[config.mk]
export PLATFORM = sky130hd
export DESIGN_NAME = spi_master_ctrl
export DESIGN_NICKNAME = d
export VERILOG_FILES = /design/src/rtl/spi_master_ctrl_pkg.sv /design/src/rtl/spi_master_ctrl_shift_reg.sv /design/src/rtl/spi_master_ctrl.sv
export SDC_FILE = /design/constraint.sdc
export NUM_CORES = 1
export LEC_CHECK = 0
export BUFFER_PORTS_ARGS = -buffer_cell sky130_fd_sc_hd__buf_4
export CORE_MARGIN = 4
export CORE_UTILIZATION = 59
export DETAILED_ROUTE_END_ITERATION = 10
export MAX_ROUTING_LAYER = met4
export PLACE_DENSITY = 0.83
export SLEW_MARGIN = 15
export SYNTH_ARGS = -nofsm -noshare
export SYNTH_HDL_FRONTEND = slang
export SYNTH_SLANG_ARGS = --single-unit
[constraint.sdc]
create_clock -name clk -period 3.6 [get_ports clk]
set_clock_uncertainty 0.05 [all_clocks]
set_input_delay 0.18 -clock clk [delete_from_list [all_inputs] [get_ports clk]]
set_output_delay 0.18 -clock clk [all_outputs]
set_load 0.02 [all_outputs]
[src/rtl/spi_master_ctrl_pkg.sv]
// Shared definitions for the command-driven SPI master: command encodings,
// frame geometry and the controller state type.
package spi_master_ctrl_pkg;

  typedef enum logic [1:0] {
    CMD_WR_ADDR = 2'b00,
    CMD_WR_DATA = 2'b01,
    CMD_RD_ADDR = 2'b10,
    CMD_RD_DATA = 2'b11
  } cmd_t;

  localparam int unsigned FRAME_BITS = 11;
  localparam int unsigned DATA_BITS  = 8;

  typedef enum logic [2:0] {
    IDLE,
    SHIFT,
    WAIT,
    CAPTURE,
    GAP
  } state_t;

  // Bit 10 duplicates cmd_type[1] so the slave sees its read/write select first.
  function automatic logic [FRAME_BITS-1:0] frame_word(input logic [1:0] i_type,
                                                       input logic [DATA_BITS-1:0] i_data);
    return {i_type[1], i_type, i_data};
  endfunction

endpackage

[src/rtl/spi_master_ctrl_shift_reg.sv]
// Loadable MSB-first shift register with serial input; load wins over shift.
module spi_shift_reg
  import spi_master_ctrl_pkg::*;
#(
  parameter int unsigned WIDTH = FRAME_BITS
) (
  input  logic             clk,
  input  logic             rst,
  input  logic             i_load,
  input  logic [WIDTH-1:0] i_load_data,
  input  logic             i_shift,
  input  logic             i_sin,
  output logic [WIDTH-1:0] o_data
);

  logic [WIDTH-1:0] r_q;

  always_ff @(posedge clk) begin
    if (rst) begin
      r_q <= '0;
    end else if (i_load) begin
      r_q <= i_load_data;
    end else if (i_shift) begin
      r_q <= {r_q[WIDTH-2:0], i_sin};
    end
  end

  assign o_data = r_q;

endmodule

[src/rtl/spi_master_ctrl.sv]
// SPI master: one host command becomes one SS_n-framed transaction; read-data
// frames capture an 8-bit reply from MISO after a turnaround window.
module spi_master_ctrl
  import spi_master_ctrl_pkg::*;
#(
  parameter int unsigned TURNAROUND = 2,
  parameter int unsigned IDLE_GAP   = 1
) (
  input  logic       clk,
  input  logic       rst,
  input  logic       cmd_valid,
  output logic       cmd_ready,
  input  logic [1:0] cmd_type,
  input  logic [7:0] cmd_data,
  output logic       rsp_valid,
  output logic [7:0] rsp_data,
  output logic       busy,
  output logic       SS_n,
  output logic       MOSI,
  input  logic       MISO
);

  localparam logic [3:0] SHIFT_LOAD = 4'(FRAME_BITS - 1);
  localparam logic [3:0] TA_LOAD    = 4'(TURNAROUND - 1);
  localparam logic [3:0] CAP_LOAD   = 4'(DATA_BITS - 1);
  localparam logic [3:0] GAP_LOAD   = 4'(IDLE_GAP - 1);
  localparam logic [3:0] GAP_RST    = 4'(IDLE_GAP);

  state_t                r_state;
  logic [3:0]            r_cnt;
  logic                  r_is_read;
  logic                  r_ready;
  logic                  r_busy;
  logic                  r_ssn;
  logic                  r_rsp_valid;
  logic [DATA_BITS-1:0]  r_rsp_data;

  logic                  w_accept;
  logic [FRAME_BITS-1:0] w_frame;
  logic [FRAME_BITS-1:0] w_out_q;
  logic [FRAME_BITS-1:0] w_in_q;
  logic [DATA_BITS-1:0]  w_rsp_next;
  logic                  w_unused;

  assign w_accept   = (r_state == IDLE) && r_ready && cmd_valid;
  assign w_frame    = frame_word(cmd_type, cmd_data);
  assign w_rsp_next = {w_in_q[DATA_BITS-2:0], MISO};
  assign w_unused   = &{1'b0, w_out_q[FRAME_BITS-2:0], w_in_q[FRAME_BITS-1:DATA_BITS-1]};

  // Zeros shift in behind the frame, so MOSI idles low once the word is out.
  spi_shift_reg #(.WIDTH(FRAME_BITS)) u_mosi_sr (
    .clk         (clk),
    .rst         (rst),
    .i_load      (w_accept),
    .i_load_data (w_frame),
    .i_shift     (r_state == SHIFT),
    .i_sin       (1'b0),
    .o_data      (w_out_q)
  );

  spi_shift_reg #(.WIDTH(FRAME_BITS)) u_miso_sr (
    .clk         (clk),
    .rst         (rst),
    .i_load      (1'b0),
    .i_load_data ('0),
    .i_shift     (r_state == CAPTURE),
    .i_sin       (MISO),
    .o_data      (w_in_q)
  );

  always_ff @(posedge clk) begin
    if (rst) begin
      r_state     <= IDLE;
      r_cnt       <= GAP_RST;
      r_is_read   <= 1'b0;
      r_ready     <= 1'b0;
      r_busy      <= 1'b0;
      r_ssn       <= 1'b1;
      r_rsp_valid <= 1'b0;
      r_rsp_data  <= '0;
    end else begin
      r_rsp_valid <= 1'b0;
      unique case (r_state)
        IDLE: begin
          if (w_accept) begin
            r_state   <= SHIFT;
            r_cnt     <= SHIFT_LOAD;
            r_is_read <= (cmd_t'(cmd_type) == CMD_RD_DATA);
            r_ready   <= 1'b0;
            r_busy    <= 1'b1;
            r_ssn     <= 1'b0;
          end else if (!r_ready) begin
            if (r_cnt <= 4'd1) r_ready <= 1'b1;
            if (r_cnt != 4'd0) r_cnt <= r_cnt - 4'd1;
          end
        end
        SHIFT: begin
          if (r_cnt == 4'd0) begin
            if (r_is_read) begin
              r_state <= WAIT;
              r_cnt   <= TA_LOAD;
            end else begin
              r_state <= GAP;
              r_cnt   <= GAP_LOAD;
              r_ssn   <= 1'b1;
            end
          end else begin
            r_cnt <= r_cnt - 4'd1;
          end
        end
        WAIT: begin
          if (r_cnt == 4'd0) begin
            r_state <= CAPTURE;
            r_cnt   <= CAP_LOAD;
          end else begin
            r_cnt <= r_cnt - 4'd1;
          end
        end
        CAPTURE: begin
          // The 8th MISO bit is folded in directly so the reply lands as SS_n rises.
          if (r_cnt == 4'd0) begin
            r_state     <= GAP;
            r_cnt       <= GAP_LOAD;
            r_ssn       <= 1'b1;
            r_rsp_valid <= 1'b1;
            r_rsp_data  <= w_rsp_next;
          end else begin
            r_cnt <= r_cnt - 4'd1;
          end
        end
        GAP: begin
          if (r_cnt == 4'd0) begin
            r_state <= IDLE;
            r_busy  <= 1'b0;
            r_ready <= 1'b1;
          end else begin
            r_cnt <= r_cnt - 4'd1;
          end
        end
        default: r_state <= IDLE;
      endcase
    end
  end

  assign cmd_ready = r_ready;
  assign busy      = r_busy;
  assign SS_n      = r_ssn;
  assign MOSI      = w_out_q[FRAME_BITS-1];
  assign rsp_valid = r_rsp_valid;
  assign rsp_data  = r_rsp_data;

endmodule
* Word-level counts from Yosys, hierarchy flattened
Cells that the tools add are included.
** Word-level totals
- Register bits :: 38
- Latch bits :: 0
- Memory bits (writable) :: 0
- Memory bits (read-only) :: 0
- Input port bits :: 14
- Output and inout bits :: 13
- Word-level logic and storage cells :: 75
- Memories kept :: 0
** Cells by class
- $add $sub $neg :: 1
- Multiply operators :: 0
- Divide/modulo/power cells :: 0
- Order comparisons :: 1
- Equality and inequality tests :: 14
- Shifts and indexed selects :: 0
- Muxes and demuxes :: 31
- Bitwise operators :: 1
- Reductions and logical operators :: 17
** Operators by type and width (number)
- $mux 4 :: 7
- $mux 11 :: 2
- $pmux 4 s5 :: 1
- $mux 3 :: 6
- $pmux 3 s5 :: 1
- $ne 2x2->1 const B :: 6
- $mux 1 :: 11
- $reduce_and 5->1 :: 2
- $eq 3x2->1 const B :: 2
- $reduce_and 2->1 :: 3
- $reduce_bool 5->1 :: 1
- $le 4x1->1 const B :: 1
- $logic_not 4->1 :: 1
- $pmux 1 s2 :: 2
- $reduce_and 4->1 :: 1
- $reduce_bool 2->1 :: 2
- $reduce_bool 4->1 :: 1
- $sub 4x1->4 const B :: 1
- $eq 3x1->1 const B :: 1
- $eq 3x3->1 const B :: 1
- $logic_not 3->1 :: 1
- $ne 3x1->1 const B :: 1
- $ne 3x2->1 const B :: 1
- $pmux 1 s3 :: 1
- 7 further kinds :: 8

* Logic depth before layout (Yosys ltp)
Gate-level depths: netlist of the first run.
- Depth after elaboration :: 5
- Mapped depth :: 7
- Depth with buffers taken out :: 7

* Cells and area by module
A second synthesis of the first run with hierarchy kept.
** Unflattened totals
- Cell total of the unflattened synthesis :: 209
- Area total of the unflattened synthesis :: 2110.8 µm²
** By module, submodules not included
- spi_shift_reg :: times used 2, cells an instance 49, area an instance 559.3 µm², sequential area each 220.2 µm²
- spi_master_ctrl :: times used 1, cells an instance 111, area an instance 992.2 µm², sequential area each 400.4 µm²

* Worst setup path after synthesis of the first run
OpenSTA, ideal clock, no wires.
- Path type :: register to register
- Start point :: reg r_cnt[0]
- End point :: reg r_cnt[2]
- Library setup time :: 70 ps
- Data arrival time :: 1622 ps
- Data required time :: 3480 ps
- Setup slack :: 1858 ps
- Stages on the path, launching flop included :: 8
- Path buffers :: 0
- Period minus slack after synthesis :: 1742 ps
- Cells stage by stage :: dfxtp_1 -> inv_1 -> ha_1 -> nor3b_4 -> o21ai_2 -> o21ai_2 -> or4b_1 -> a21oi_1
** On the way
- Word-level cells in the longest chain between the ends :: 5
- Elaborated cells on any way between the ends :: 14
- Classes of those cells :: 1 x add/sub; 2 x eq/ne; 8 x mux; 3 x reduce/logical
** RTL lines
- from (decl) :: line spi_master_ctrl.sv:30 : logic [3:0] r_cnt;
- from (signal assigned) :: line spi_master_ctrl.sv:94 : if (r_cnt != 4'd0) r_cnt <= r_cnt - 4'd1;
- from (signal assigned) :: line spi_master_ctrl.sv:108 : r_cnt <= r_cnt - 4'd1;
- from (signal assigned) :: line spi_master_ctrl.sv:116 : r_cnt <= r_cnt - 4'd1;
- $sub 4x1->4
- $mux 4 :: line spi_master_ctrl.sv:94
- $mux 4 :: line spi_master_ctrl.sv:92 : end else if (!r_ready) begin
- $mux 4 :: line spi_master_ctrl.sv:85 : if (w_accept) begin
- $pmux 4 s5 :: line spi_master_ctrl.sv:83 : unique case (r_state)
Parallel ways exist; a longest one is shown, timed or not. The select of a mux whose other input is x is not followed.
A chain may end at the register's enable or synchronous reset.

* Final worst setup path of the first run
- Start point :: reg r_state[1]
- End point :: reg r_cnt[1]
** On the way
- Word-level cells in the longest chain between the ends :: 5
- Elaborated cells on any way between the ends :: 14
- Classes of those cells :: 7 x eq/ne; 2 x mux; 5 x reduce/logical
** RTL lines
- from (decl) :: line spi_master_ctrl.sv:29 : state_t r_state;
- from (signal assigned) :: line spi_master_ctrl.sv:73 : r_state <= IDLE;
- from (signal assigned) :: line spi_master_ctrl.sv:86 : r_state <= SHIFT;
- from (signal assigned) :: line spi_master_ctrl.sv:100 : r_state <= WAIT;
- $logic_not 3->1 :: line spi_master_ctrl.sv:45, spi_master_ctrl.sv:83
- $logic_and 1x1->1 (2 in a row) :: line spi_master_ctrl.sv:45 : assign w_accept = (r_state == IDLE) && r_ready && cmd_valid;
- $mux 4 (tied with other cells) :: line spi_master_ctrl.sv:85
- $pmux 4 s5 / $reduce_and 4->1 (equally long branches)
Parallel ways exist; a longest one is shown, timed or not.

==> results.txt, run 1 <==
- Clock transition at the register clock pins on the worst setup and hold paths after CTS: 0.12 ns
- During synthesis, Yosys emitted a total of 0 warnings.
- Non-Filler Instances: 245
- Cells after synthesis: 192
* Horiz. Die Dim: 61.0 um
* Remaining DRCs: 0
- Ports: 27
* Final count of hold timing violations: 0
- The tightest hold path in the finished design has a slack of 0.0345 ns.
- In the global route stage, overall resource usage came out at 22.2%.
- The worst register-to-register path has a setup slack of 1.34 ns.
- A synthesized cell averages 8.62 um^2.
- Router iterations before antenna repair: 4
- After layout, the worst setup slack is 1.34 ns.
- At the end of routability-driven placement, the weighted congestion stood at 0.794.
- Number of buffers inserted during clock tree synthesis: 5
* Synthesized net count: 208
* Worst r2r path cells: 4
* Floorplan row count: 18
- Worst Tran Pin Value: 0.821 ns
* Proportion of synthesized chip area in sequential cells: 46.0%
- Required time at the endpoint of the critical path: 3.84 ns
* Die area: 0.00372 mm^2
- Hold Crit Endpoint: u_mosi_sr.o_data[0]
- Area of the core region: 0.00257 mm^2
* Maximum fanout along the worst path: 23
* Via count of the first global-routing pass: 1,331
- Met3 layer wire length in the routed design: 206 um
- Commonest cells after routing, fill and taps aside: sky130_fd_sc_hd__dfxtp_1, sky130_fd_sc_hd__nand2_1, sky130_fd_sc_hd__buf_4
* Number of maximum-capacitance constraint violations: 0
* RSZ-0062 raised after global routing: no
- The routed design could run at a clock period as short as 2.26 ns.
- Clk sinks: 38
* Maximum clock frequency: 443 MHz
* Effective utilization at floorplan: 64.5%
* Gate family responsible for the most delay along the worst path: simple AND/OR/NAND/NOR gates
- Worst R2R End: r_cnt[1]
- IR analysis of the VDD net gives a maximum drop of 0.618 mV.
- Number of cells on the worst hold path: 3
* Run status: completed
- In this run the remaining antenna-violating nets after routing total 0.
- Summed over all cells, the static leakage comes to 0.718 nW.
* Post-CTS setup buffer count: 0
- The final-report max-slew violation count was 0.
* Crit Reg-Reg Startpoint: r_state[1]
- For this run the aggregate overflow at the end of global routing stands at 0.
* Post-Route M1 WL: 1520 um
- Traced cell by cell, the critical path runs through nor2_4, nand3_1, a311o_1, a21oi_1.
* Critical hold path startpoint: cmd_data[0]
- Crit. End Element: register
* Number of register bits inferred by synthesis: 38
- TritonCTS clock tree: done
- Adding up every negative setup slack in the final design gives 0 ns.
- Entering global routing, the biggest net connects 38 pins.
* Cell variety after synth: 34
* Maximum number of buffers from clock root to sink: 2
* Final setup violation count: 0
* Number of buffers added to fix hold violations after cts: 0
- In this run the tool buffered the top-level ports with 26 buffer cells.
- The final route contains 1,452 vias.
- Clock network latency to the later pin of the worst-skew pair: 0.35 ns
* Library cell contributing the largest single delay on the critical path: sky130_fd_sc_hd__nand3_1
- The worst setup path is launched from a register.
- 0 antenna diodes ended up in the layout.
* Number of antenna violations at the first check in global routing: 0
- Fraction of final layout cells sized beyond drive strength 1: 20.0%
* Dpl hpwl: 2260 um
- Met2 WL post-DR: 1600 um
- The placed instances occupy a cell area of 0.00183 mm^2.
- Placed Cells incl. Taps: 237
- From synthesis to final layout, the design area changed by 17.2%.
* Dpl ws: 1.41 ns
- Class of the most critical hold timing path: in -> reg
- Post-cts gate resize count: 0
- The library cell used most frequently in the layout, excluding fill and tap cells, is sky130_fd_sc_hd__dfxtp_1.
- Vias/cell: 5.93
- Initial drt markers: 81
- The floorplan step set the die height to 61.0 um.
- For this design the ratio of total power to cell area is 680 mW/mm^2.
- Final wirelength: 3380 um
* Number of nets in the finished design: 230
- Headroom to the max-slew limit came out at 45.1%.
* Syn Std Cell Area: 0.00166 mm^2
- Dividing the detail-routed wire length by the instance count gives 13.8 um.
- Worst stage delay on the critical path: 0.63 ns
- Category of the most critical setup path: reg -> reg
- After routing the design area is 0.00194 mm^2.
- Buffers plus inverters on the worst setup path: 0
- The root buffer cell chosen for the clock tree is sky130_fd_sc_hd__clkbuf_4.
* H-tree depth reported by CTS: 2
* Data arrival time of the worst path: 2.50 ns
- The first global-routing pass estimated 5940 um of wire.
- Signal routing reaches up to met4.
* Part of the cycle the worst path needs: 62.7%
==> sequential cells by signal, indices dropped and copies added (netlist names) <==
signal,flops
rsp_data,8
SS_n,1
r_state,3
busy,1
u_miso_sr.o_data,7
r_cnt,4
rsp_valid,1
cmd_ready,1
r_is_read,1
u_mosi_sr.o_data,11
==> routing by layer <==
layer / vias up / GRT usage [%]
met1: 676 / 29.2
li1: 721 / -
met4: 0 / 9.29
met2: 48 / 33.0
met3: 7 / 4.47
met5: - / -
==> worst min-delay path: cells and delay by family <==
family	cells	cell delay, ns
simple gates	1	0.05
compound gates	1	0.05
buf+inv	1	0.11
==> synthesized netlist by cell type, drive strengths merged <==
cell	instances	share of area, %
a211o	1	0.53
a211oi	8	3.6
a21o	1	0.45
a21oi	24	7.3
a22oi	1	0.45
a311o	1	0.60
a31oi	5	1.9
and3	1	0.38
buf	6	2.5
clkbuf	5	1.1
dfxtp	38	46
ha	2	1.5
inv	3	0.68
mux2i	11	6.7
nand2	33	7.8
nand2b	1	0.38
nand3	11	3.3
nand3b	2	0.91
nand4b	1	0.53
nor2	19	5.7
nor2b	3	1.1
nor3	5	1.5
nor3b	1	1.1
o21ai	5	2.0
o21bai	1	0.45
o31ai	1	0.45
o41ai	1	0.53
or4b	1	0.60
==> worst max-delay path by stage <==
stage | startpoint | end | slack [ns] | depth (start not counted)
after floorplan | r_cnt[0] | r_cnt[2] | 1.86 | 7
after global placement | r_state[1] | r_cnt[1] | 1.49 | 4
after detailed placement | r_state[1] | r_cnt[1] | 1.41 | 4
after CTS | r_state[1] | r_cnt[1] | 1.34 | 4
after global routing | r_state[1] | r_cnt[1] | 1.13 | 4
final | r_state[1] | r_cnt[1] | 1.34 | 4
==> report_power, final <==
group	switching (mW)	internal (mW)
clock	0.142	0.235
sequential	0.0601	0.485
combinational	0.228	0.170
==> stage by stage <==
step / total power, mW / util [%]
floorplan: 0.855 / -
global placement: 0.925 / 71.2
detailed placement: 0.945 / 71.2
CTS: 1.32 / 75.5
global route: 1.40 / 75.5
finish: 1.32 / 75.5
==> layout make-up <==
class | instances | area (um^2)
Clock buffer | 6 | 51.3
Tap cell | 30 | 37.5
Sequential cell | 38 | 761
Fill cell | 195 | 628
Inverter | 3 | 11.3
Clock inverter | 2 | 60.1
Multi-Input combinational cell | 140 | 823
Timing Repair Buffer | 26 | 195
==> cell families (layout without fill, tap and decap cells) <==
| logic type | after synthesis | in the layout | synth area share [%] |
|---|---|---|---|
| AOI/OAI and AO/OA | 49 | 49 | 18.2 |
| and+or+nand+nor | 78 | 78 | 23.4 |
| adders and majority gates | 2 | 2 | 1.51 |
| muxes | 11 | 11 | 6.65 |
| buffers and inverters | 14 | 37 | 4.31 |
| DFF | 38 | 38 | 46.0 |
Note: power is estimated with default switching activity, not from simulation.
==> run 2, diff against run 1 <==
--- a/config.mk
+++ b/config.mk
@@ -5,12 +5,13 @@
 export SDC_FILE = /design/constraint.sdc
 export NUM_CORES = 1
 export LEC_CHECK = 0
+export ABC_AREA = 1
 export BUFFER_PORTS_ARGS = -buffer_cell sky130_fd_sc_hd__buf_4
 export CORE_MARGIN = 4
-export CORE_UTILIZATION = 59
+export CORE_UTILIZATION = 50
 export DETAILED_ROUTE_END_ITERATION = 10
 export MAX_ROUTING_LAYER = met4
-export PLACE_DENSITY = 0.83
+export PLACE_DENSITY = 0.74
 export SLEW_MARGIN = 15
 export SYNTH_ARGS = -nofsm -noshare
 export SYNTH_HDL_FRONTEND = slang
==> constraint.sdc (replaced) <==
create_clock -name clk -period 1.84 [get_ports clk]
set_clock_uncertainty 0.05 [all_clocks]
set_input_delay 0.092 -clock clk [delete_from_list [all_inputs] [get_ports clk]]
set_output_delay 0.092 -clock clk [all_outputs]
set_load 0.02 [all_outputs]
==> run 2 against run 1 <==
  * Largest cell class unchanged
  * Design area up 16%
  * Synthesized cell count up 22%
  * Setup slack worse by 1.1 ns
  * Global-route usage down 2.7 points
==> results.txt, run 2 <==
- The worst hold margin was 0.0170 ns (was 0.0345 ns).
- Worst R2R End: r_cnt[0] (was r_cnt[1])
- Class of the most critical hold timing path: in -> reg (unchanged)
- Via count of the first global-routing pass: 1,621 (was 1,331)
- The insertion delay to the later sink of the worst-skew pair was 0.35 ns (about the same).
* Global-route wire length before repair: 6640 um (was 5940 um)
* Gate family responsible for the most delay along the worst path: simple AND/OR/NAND/NOR gates (unchanged)
- Number of cells on the worst hold path: 3 (unchanged)
- H-tree depth reported by CTS: 2 (unchanged)
- The maximum net fanout on the critical path came to 8 (was 23).
- Worst supply voltage drop on vdd: 0.671 mV (was 0.618 mV)
* Total of buffers placed on input and output ports: 26 (unchanged)
* Number of flip-flops under the largest register name: 11 (unchanged)
- Synth top area cells: sky130_fd_sc_hd__dfxtp_1, sky130_fd_sc_hd__nand2_1, sky130_fd_sc_hd__nand3_1, sky130_fd_sc_hd__o21ai_0, sky130_fd_sc_hd__a21oi_1 (was sky130_fd_sc_hd__dfxtp_1, sky130_fd_sc_hd__a21oi_1, sky130_fd_sc_hd__nand2_1, sky130_fd_sc_hd__mux2i_1, sky130_fd_sc_hd__a211oi_1).
* Router iterations before antenna repair: 4 (unchanged)
* Die Y: 67.9 um (was 61.0 um)
- The pin count of the biggest net entering global routing was 16 (was 38).
* Proportion of netlist area held by the largest area contributor: 42.4% (was 46.0%)
- The data arrival time of the critical path is 1.84 ns (was 2.50 ns).
- The clock tree from TritonCTS is done (unchanged).
- The post-synthesis net count came to 250 (was 208).
- Initial drt markers: 106 (was 81)
* Vias/cell: 5.07 (was 5.93)
* Top_reg_cell synth: sky130_fd_sc_hd__dfxtp_1 (unchanged)
- Start point of the critical path: r_cnt[0] (was r_state[1])
- Setup slack of the most critical reg-to-reg path: 0.20 ns (was 1.34 ns)
- Overall power: 2.77 mW (was 1.32 mW)
* Worst-case headroom to the max-slew limit: 79.8% (was 45.1%)
* Final weighted congestion in routability-driven placement: 0.900 (was 0.794)
* Buffers plus inverters on the worst setup path: 2 (was 0)
- Crit path cell chain: inv_1, ha_1, nand3_2, buf_4, nand2_1, nand2_1, nand3_4, a21oi_1, nand2_1 (was nor2_4, nand3_1, a311o_1, a21oi_1).
- The number of cell instances on the worst register-to-register path came to 9 (was 4).
* Horiz. Die Dim: 67.9 um (was 61.0 um)
- Maximum number of buffers from clock root to sink: 2 (unchanged)
- CP Capture Point: r_cnt[0] (was r_cnt[1])
- The mean area per synthesized cell came to 7.66 um^2 (was 8.62 um^2).
- Most area-hungry cell type in the Yosys netlist: sky130_fd_sc_hd__dfxtp_1 (unchanged)
- Commonest cells after routing, fill and taps aside: sky130_fd_sc_hd__nand2_1, sky130_fd_sc_hd__dfxtp_1, sky130_fd_sc_hd__buf_4 (was sky130_fd_sc_hd__dfxtp_1, sky130_fd_sc_hd__nand2_1, sky130_fd_sc_hd__buf_4)
- Startpoint Class: register (unchanged)
- Clock transition at the register clock pins on the worst setup and hold paths after CTS: 0.12 ns (about the same)
- The biggest cell delay along the critical path was 0.38 ns (was 0.63 ns).
- The routed wire length came to 3730 um (was 3380 um).
- The synthesized instance count is 234 (was 192).
- Number of synthesized flops with an enable pin: 0 (unchanged)
- ANT nets after route: 0 (unchanged)
- Crit. End Element: register (unchanged)
- The layout net count was 292 (was 230).
- The synthesized cell area was 0.00179 mm^2 (was 0.00166 mm^2).
- Total power per unit cell area: 1230 mW/mm^2 (was 680 mW/mm^2)
- The total number of clock tree sinks was 38 (unchanged).
- Number of buffers inserted during clock tree synthesis: 5 (unchanged)
- The count of different cell masters after synthesis is 29 (was 34).
- The commonest non-fill, non-tap cell in the layout is sky130_fd_sc_hd__nand2_1 (was sky130_fd_sc_hd__dfxtp_1).
- The most common cell in the netlist is sky130_fd_sc_hd__nand2_1 (was sky130_fd_sc_hd__dfxtp_1).
* RSZ-0062 raised after global routing: no (unchanged)
- Leakage power: 0.970 nW (was 0.718 nW)
* Number of antenna violations at the first check in global routing: 0 (unchanged)
- The slew of the pin with the lowest slew margin came to 0.300 ns (was 0.821 ns).
- The core area was 0.00339 mm^2 (was 0.00257 mm^2).
- The total track usage came to 19.5% (was 22.2%).
- Final setup violation count: 0 (unchanged)
- Cell count along the critical path: 9 (was 4)
* Via count of the routed design: 1,638 (was 1,452)
* Maximum clock frequency: 611 MHz (was 443 MHz)
- Remaining DRCs: 0 (unchanged)
- Final count of hold timing violations: 0 (unchanged)
- Most Frequent Cell on Critical Path: sky130_fd_sc_hd__nand2_1
- The die area came to 0.00461 mm^2 (was 0.00372 mm^2).
- Floorplan row count: 21 (was 18)
- Most frequent cells after synthesis: sky130_fd_sc_hd__nand2_1, sky130_fd_sc_hd__dfxtp_1, sky130_fd_sc_hd__nand3_1, sky130_fd_sc_hd__inv_1, sky130_fd_sc_hd__o21ai_0 (was sky130_fd_sc_hd__dfxtp_1, sky130_fd_sc_hd__nand2_1, sky130_fd_sc_hd__a21oi_1, sky130_fd_sc_hd__nor2_1)
- The count of buffers added by post-CTS timing repair for setup came to 0 (unchanged).
- The post-layout minimum cycle time is 1.64 ns (was 2.26 ns).
- The number of antenna diodes was 0 (unchanged).
- Dpl hpwl: 2610 um (was 2260 um)
- Ports: 27 (unchanged)
* Effective utilization at floorplan: 52.9% (was 64.5%)
* Clk Tree Root Cell: sky130_fd_sc_hd__clkbuf_4 (unchanged)
* Growth of design area from synthesis to finish: 25.4% (was 17.2%)
* Required time at the endpoint of the critical path: 2.04 ns (was 3.84 ns)
* Final-layout setup total negative slack: 0 ns (unchanged)
* Proportion of synthesized chip area in sequential cells: 42.4% (was 46.0%)
- The final-report max-slew violation count was 0 (unchanged).
- Count of synthesis-stage warnings from yosys: 0 (unchanged)
- Number of register bits inferred by synthesis: 38 (unchanged)
* Proportion of register bits with asynchronous set or reset after synthesis: 0% (unchanged)
* Part of the cycle the worst path needs: 88.9% (was 62.7%)
- Category of the most critical setup path: reg -> reg (unchanged)
* Routed length per instance: 11.6 um (was 13.8 um)
* Filler cell count in the final layout: 308 (was 195)
* Fraction of final layout cells sized beyond drive strength 1: 22.0% (was 20.0%)
- Run status: completed (unchanged).
- The total global routing overflow came to 0 (unchanged).
- The slowest cell on the critical path is sky130_fd_sc_hd__dfxtp_1 (was sky130_fd_sc_hd__nand3_1).
* Number of maximum-capacitance constraint violations: 0 (unchanged)
- Crit Reg-Reg Startpoint: r_cnt[0] (was r_state[1])
==> run 2: how the worst min path moves through the flow <==
stage | from | to
floorplan | rst | u_mosi_sr.o_data[1]
finish | cmd_data[4] | u_mosi_sr.o_data[4]
detailed placement | MISO | rsp_data[0]
global placement | MISO | rsp_data[0]
global route | cmd_data[4] | u_mosi_sr.o_data[4]
CTS | cmd_data[4] | u_mosi_sr.o_data[4]
==> run 2: stage by stage <==
step	setup WS (ns)	utilization (%)	instances	instance area, um^2
after global placement	0.213	59.8	304	2030
after CTS	0.126	66.2	323	2240
after detailed placement	0.146	59.8	304	2030
after global routing	0.0461	66.3	323	2250
after floorplan	0.398	-	234	1790
final	0.203	66.3	323	2250
==> run 2: worst register-to-register path, cell delays in order (launching register included) <==
cell and delay [ns]:
sky130_fd_sc_hd__dfxtp_1 0.38, sky130_fd_sc_hd__inv_1 0.10, sky130_fd_sc_hd__ha_1 0.24, sky130_fd_sc_hd__nand3_2 0.14, sky130_fd_sc_hd__buf_4 0.17, sky130_fd_sc_hd__nand2_1 0.05
sky130_fd_sc_hd__nand2_1 0.10, sky130_fd_sc_hd__nand3_4 0.12, sky130_fd_sc_hd__a21oi_1 0.14, sky130_fd_sc_hd__nand2_1 0.06
==> run 2: kinds of logic after synthesis <==
kind of cell / share of synthesized area (%)
DFF: 42.4
AOI/OAI and AO/OA: 13.0
buffers and inverters: 9.91
and+or+nand+nor: 33.2
adders and majority gates: 1.40
==> run 2: final cells by class <==
class | instances | area, um^2 | area share (%)
repair buffers | 43 | 350 | 15.6
flip-flops and latches | 38 | 761 | 33.8
well taps | 46 | 57.6 | 2.56
multi-input cells | 161 | 860 | 38.2
clock inverters | 3 | 68.8 | 3.06
inverters | 27 | 114 | 5.06
clock buffers | 5 | 37.5 | 1.67
==> run 2: metal layers <==
| metal | share of wire (%) | up-vias | GRT usage, % |
|---|---|---|---|
| met5 | 0 | - | - |
| met2 | 49 | 27 | 33.4 |
| met1 | 46 | 748 | 22.2 |
| met4 | 1.7 | 0 | 7.69 |
| li1 | - | 855 | - |
| met3 | 3.8 | 8 | 3.94 |
==> run 2: where the power goes <==
| group | switching, mW | leakage, nW | internal, mW |
|---|---|---|---|
| Clock | 0.290 | 0.0554 | 0.425 |
| Sequential | 0.0844 | 0.309 | 0.949 |
| Combinational | 0.616 | 0.606 | 0.410 |
| Total | 0.990 | 0.970 | 1.78 |
==> run 2: timing repair <==
item                                    in CTS  in global routing
hold buffers                                11                  0
endpoints found under the setup margin       0                  2
endpoints found under the hold margin       14                  0
resized for setup                            0                  1
==> run 3, diff against run 2 <==
--- a/config.mk
+++ b/config.mk
@@ -8,11 +8,9 @@
 export ABC_AREA = 1
 export BUFFER_PORTS_ARGS = -buffer_cell sky130_fd_sc_hd__buf_4
 export CORE_MARGIN = 4
-export CORE_UTILIZATION = 50
+export CORE_UTILIZATION = 36
 export DETAILED_ROUTE_END_ITERATION = 10
 export MAX_ROUTING_LAYER = met4
-export PLACE_DENSITY = 0.74
-export SLEW_MARGIN = 15
 export SYNTH_ARGS = -nofsm -noshare
 export SYNTH_HDL_FRONTEND = slang
 export SYNTH_SLANG_ARGS = --single-unit
==> run 3 against run 2 <==
  * Fmax shrank 1.6%
  * Critical endpoint unchanged
  * Setup slack lost 0.027 ns
  * Total power shrank 4.6%
  * Clock power shrank 15%
  * Flip-flop and latch count is the same
  * Highest routed layer unchanged
  * Cell count grew 3.1%
==> results.txt, run 3 (synthesis results as in run 2) <==
- Required time at the endpoint of the critical path: 1.97 ns (was 2.04 ns)
- TritonCTS clock tree: done (unchanged)
- The kind of capture point of the worst setup path was a register (unchanged).
- Startpoint Class: register (unchanged)
* Maximum number of buffers from clock root to sink: 2 (unchanged)
* H-tree depth reported by CTS: 2 (unchanged)
* Die Y: 78.6 um (was 67.9 um)
- The buffer type at the clock tree root is sky130_fd_sc_hd__clkbuf_8 (was sky130_fd_sc_hd__clkbuf_4).
- The global placer's final weighted congestion was 0.807 (was 0.900).
* Filler cell count in the final layout: 511 (was 308)
- The number of antenna violations at the first check in global routing was 0 (unchanged).
- Maximum fanout along the worst path: 8 (unchanged)
- Worst Tran Pin Value: 0.572 ns (was 0.300 ns)
- Dpl hpwl: 2790 um (was 2610 um)
- The pin count of the biggest net entering global routing is 20 (was 16).
- The slowest cell on the critical path is sky130_fd_sc_hd__dfxtp_1 (unchanged).
- Area of the core region: 0.00479 mm^2 (was 0.00339 mm^2)
* Growth of design area from synthesis to finish: 20.2% (was 25.4%)
- Final-layout setup total negative slack: 0 ns (unchanged)
- The total power draw was 2.65 mW (was 2.77 mW).
- Number of maximum-capacitance constraint violations: 0 (unchanged)
- Routed length per instance: 11.5 um (was 11.6 um)
* Clock network latency to the later pin of the worst-skew pair: 0.29 ns (was 0.35 ns)
- The combined buffer and inverter count along the critical path is 2 (unchanged).
- Highest routed layer: met4 (unchanged)
* Remaining DRCs: 0 (unchanged)
* FF/Latch Area: 761 um^2 (unchanged)
* Die area: 0.00617 mm^2 (was 0.00461 mm^2)
- The number of endpoints failing setup at the final stage came to 0 (unchanged).
- Vias/cell: 4.83 (was 5.07)
- RSZ-0062 raised after global routing: no (unchanged).
* Commonest cells after routing, fill and taps aside: sky130_fd_sc_hd__nand2_1, sky130_fd_sc_hd__dfxtp_1, sky130_fd_sc_hd__buf_4 (unchanged)
- Effective utilization at floorplan: 37.5% (was 52.9%)
- Met3 layer wire length in the routed design: 198 um (was 141 um)
- The biggest cell delay along the critical path came to 0.37 ns (was 0.38 ns).
- Run status: completed (unchanged)
- The power density normalized to cell area came to 1230 mW/mm^2 (about the same).
- Class of the most critical hold timing path: in -> reg (unchanged)
- Via count of the routed design: 1,607 (was 1,638)
- Floorplan row count: 25 (was 21)
- The static leakage power was 0.916 nW (was 0.970 nW).
- Ports: 27 (unchanged)
- Category of the most critical setup path: reg -> reg (unchanged)
- Overflow left after global routing: 0 (unchanged)
- Total of buffers placed on input and output ports: 26 (unchanged)
- The commonest non-fill, non-tap cell in the layout is sky130_fd_sc_hd__nand2_1 (unchanged).
- The setup slack of the critical path after layout was 0.177 ns (was 0.203 ns).
- The share of post-route cells with drive strength above 1 was 22.6% (was 22.0%).
- The highest clock frequency the design can meet is 601 MHz (was 611 MHz).
- Global-route wire length before repair: 6830 um (was 6640 um)
- The total clock buffers created by CTS was 5 (unchanged).
- Cell Area, Placed: 0.00205 mm^2 (was 0.00203 mm^2)
* Worst supply voltage drop on vdd: 0.673 mV (was 0.671 mV)
- The final instance area was 0.00216 mm^2 (was 0.00225 mm^2).
- Final critical path time including I/O delays and setup: 1.66 ns (was 1.64 ns)
- The layout net count is 281 (was 292).
* Initial drt markers: 86 (was 106)
* Gate family responsible for the most delay along the worst path: simple AND/OR/NAND/NOR gates (unchanged)
- The number of flip-flops under the largest register name was 11 (unchanged).
- The via count of the first global-routing pass is 1,552 (was 1,621).
- The total track usage was 14.3% (was 19.5%).
- The wire length on met2 came to 1790 um (was 1810 um).
- The number of endpoints with negative hold slack in the final report is 0 (unchanged).
- Multi-input gate area: 860 um^2 (unchanged)
- Router iterations before antenna repair: 4 (unchanged)
- Part of the cycle the worst path needs: 90.4% (was 88.9%)
- ANT nets after route: 0 (unchanged)
* Post-Route M1 WL: 1780 um (was 1720 um)
- The routed wire length was 3840 um (was 3730 um).
* Clk sinks: 38 (unchanged)
- The width of the die came to 78.6 um (was 67.9 um).
- Crit path cell chain: inv_1, ha_1, nand3_2, buf_4, nand2_1, nand2_1, nand3_4, a21oi_1, nand2_1 (unchanged)
- Data arrival time of the worst path: 1.80 ns (was 1.84 ns)
* Worst-case headroom to the max-slew limit: 61.8% (was 79.8%)
- The dominant cell type by count on the critical path is sky130_fd_sc_hd__nand2_1 (unchanged).
- The CTS clock-pin slew for the worst setup and hold paths is 0.08 ns (was 0.12 ns).
- Diode insertion count for antenna repair: 0 (unchanged)
* Slew Limit Fails: 0 (unchanged)
- The worst slack after detailed placement was 0.132 ns (was 0.146 ns).
## run 3: cell type report
cell class                      instances  share of cell area [%]
Tap cell                               67                    3.89
Multi-Input combinational cell        161                    39.9
Sequential cell                        38                    35.3
Inverter                               27                    5.28
Clock inverter                          2                   0.580
Timing Repair Buffer                   32                    11.3
Clock buffer                            6                    3.83
## run 3: where the power goes
part / switching (mW) / internal, mW / total [mW]
sequential: 0.0850 / 0.949 / 1.03
combinational: 0.614 / 0.390 / 1.00
clock: 0.309 / 0.301 / 0.610
total: 1.01 / 1.64 / 2.65
## run 3: worst reg2reg max path: cells and delay by family, from the launching register on
family / cells / cell delay [ns]
AO/OA/AOI/OAI: 1 / 0.15
adder cells (fa/ha/maj): 1 / 0.25
buffers and inverters: 2 / 0.27
flip-flops: 1 / 0.37
AND/OR/NAND/NOR: 5 / 0.47
## run 3: final timing paths
kind / end / slack (ns) / from / cells past startpoint
max reg2reg: r_cnt[0] / 0.18 / r_cnt[0] / 9
max: r_cnt[0] / 0.18 / r_cnt[0] / 9
min reg2reg: u_miso_sr.o_data[0] / 0.42 / u_miso_sr.o_data[0] / 2
min: u_mosi_sr.o_data[0] / 0.006 / cmd_data[0] / 3
## run 3: what timing repair did
item | 4_1_cts | 5_1_grt
buffers inserted | 0 | 0
endpoints found under the hold margin | 1 | 0
hold buffers | 1 | 0
endpoints found under the setup margin | 0 | 4
gates resized for setup | 0 | 1
## run 3: through the flow
step,hold slack [ns],utilization (%),instances
finish,0.00611,45.0,333
global route,0.0190,45.0,333
CTS,0.000185,44.9,333
detailed placement,0.247,42.7,324
global placement,0.248,42.7,324
floorplan,0.111,-,234
## run 3: routing by layer
metal  vias up  track usage [%]
li1        837                -
met1       731             16.5
met2        32             23.5
met3         7             3.56
met4         0             5.94
met5         -                -
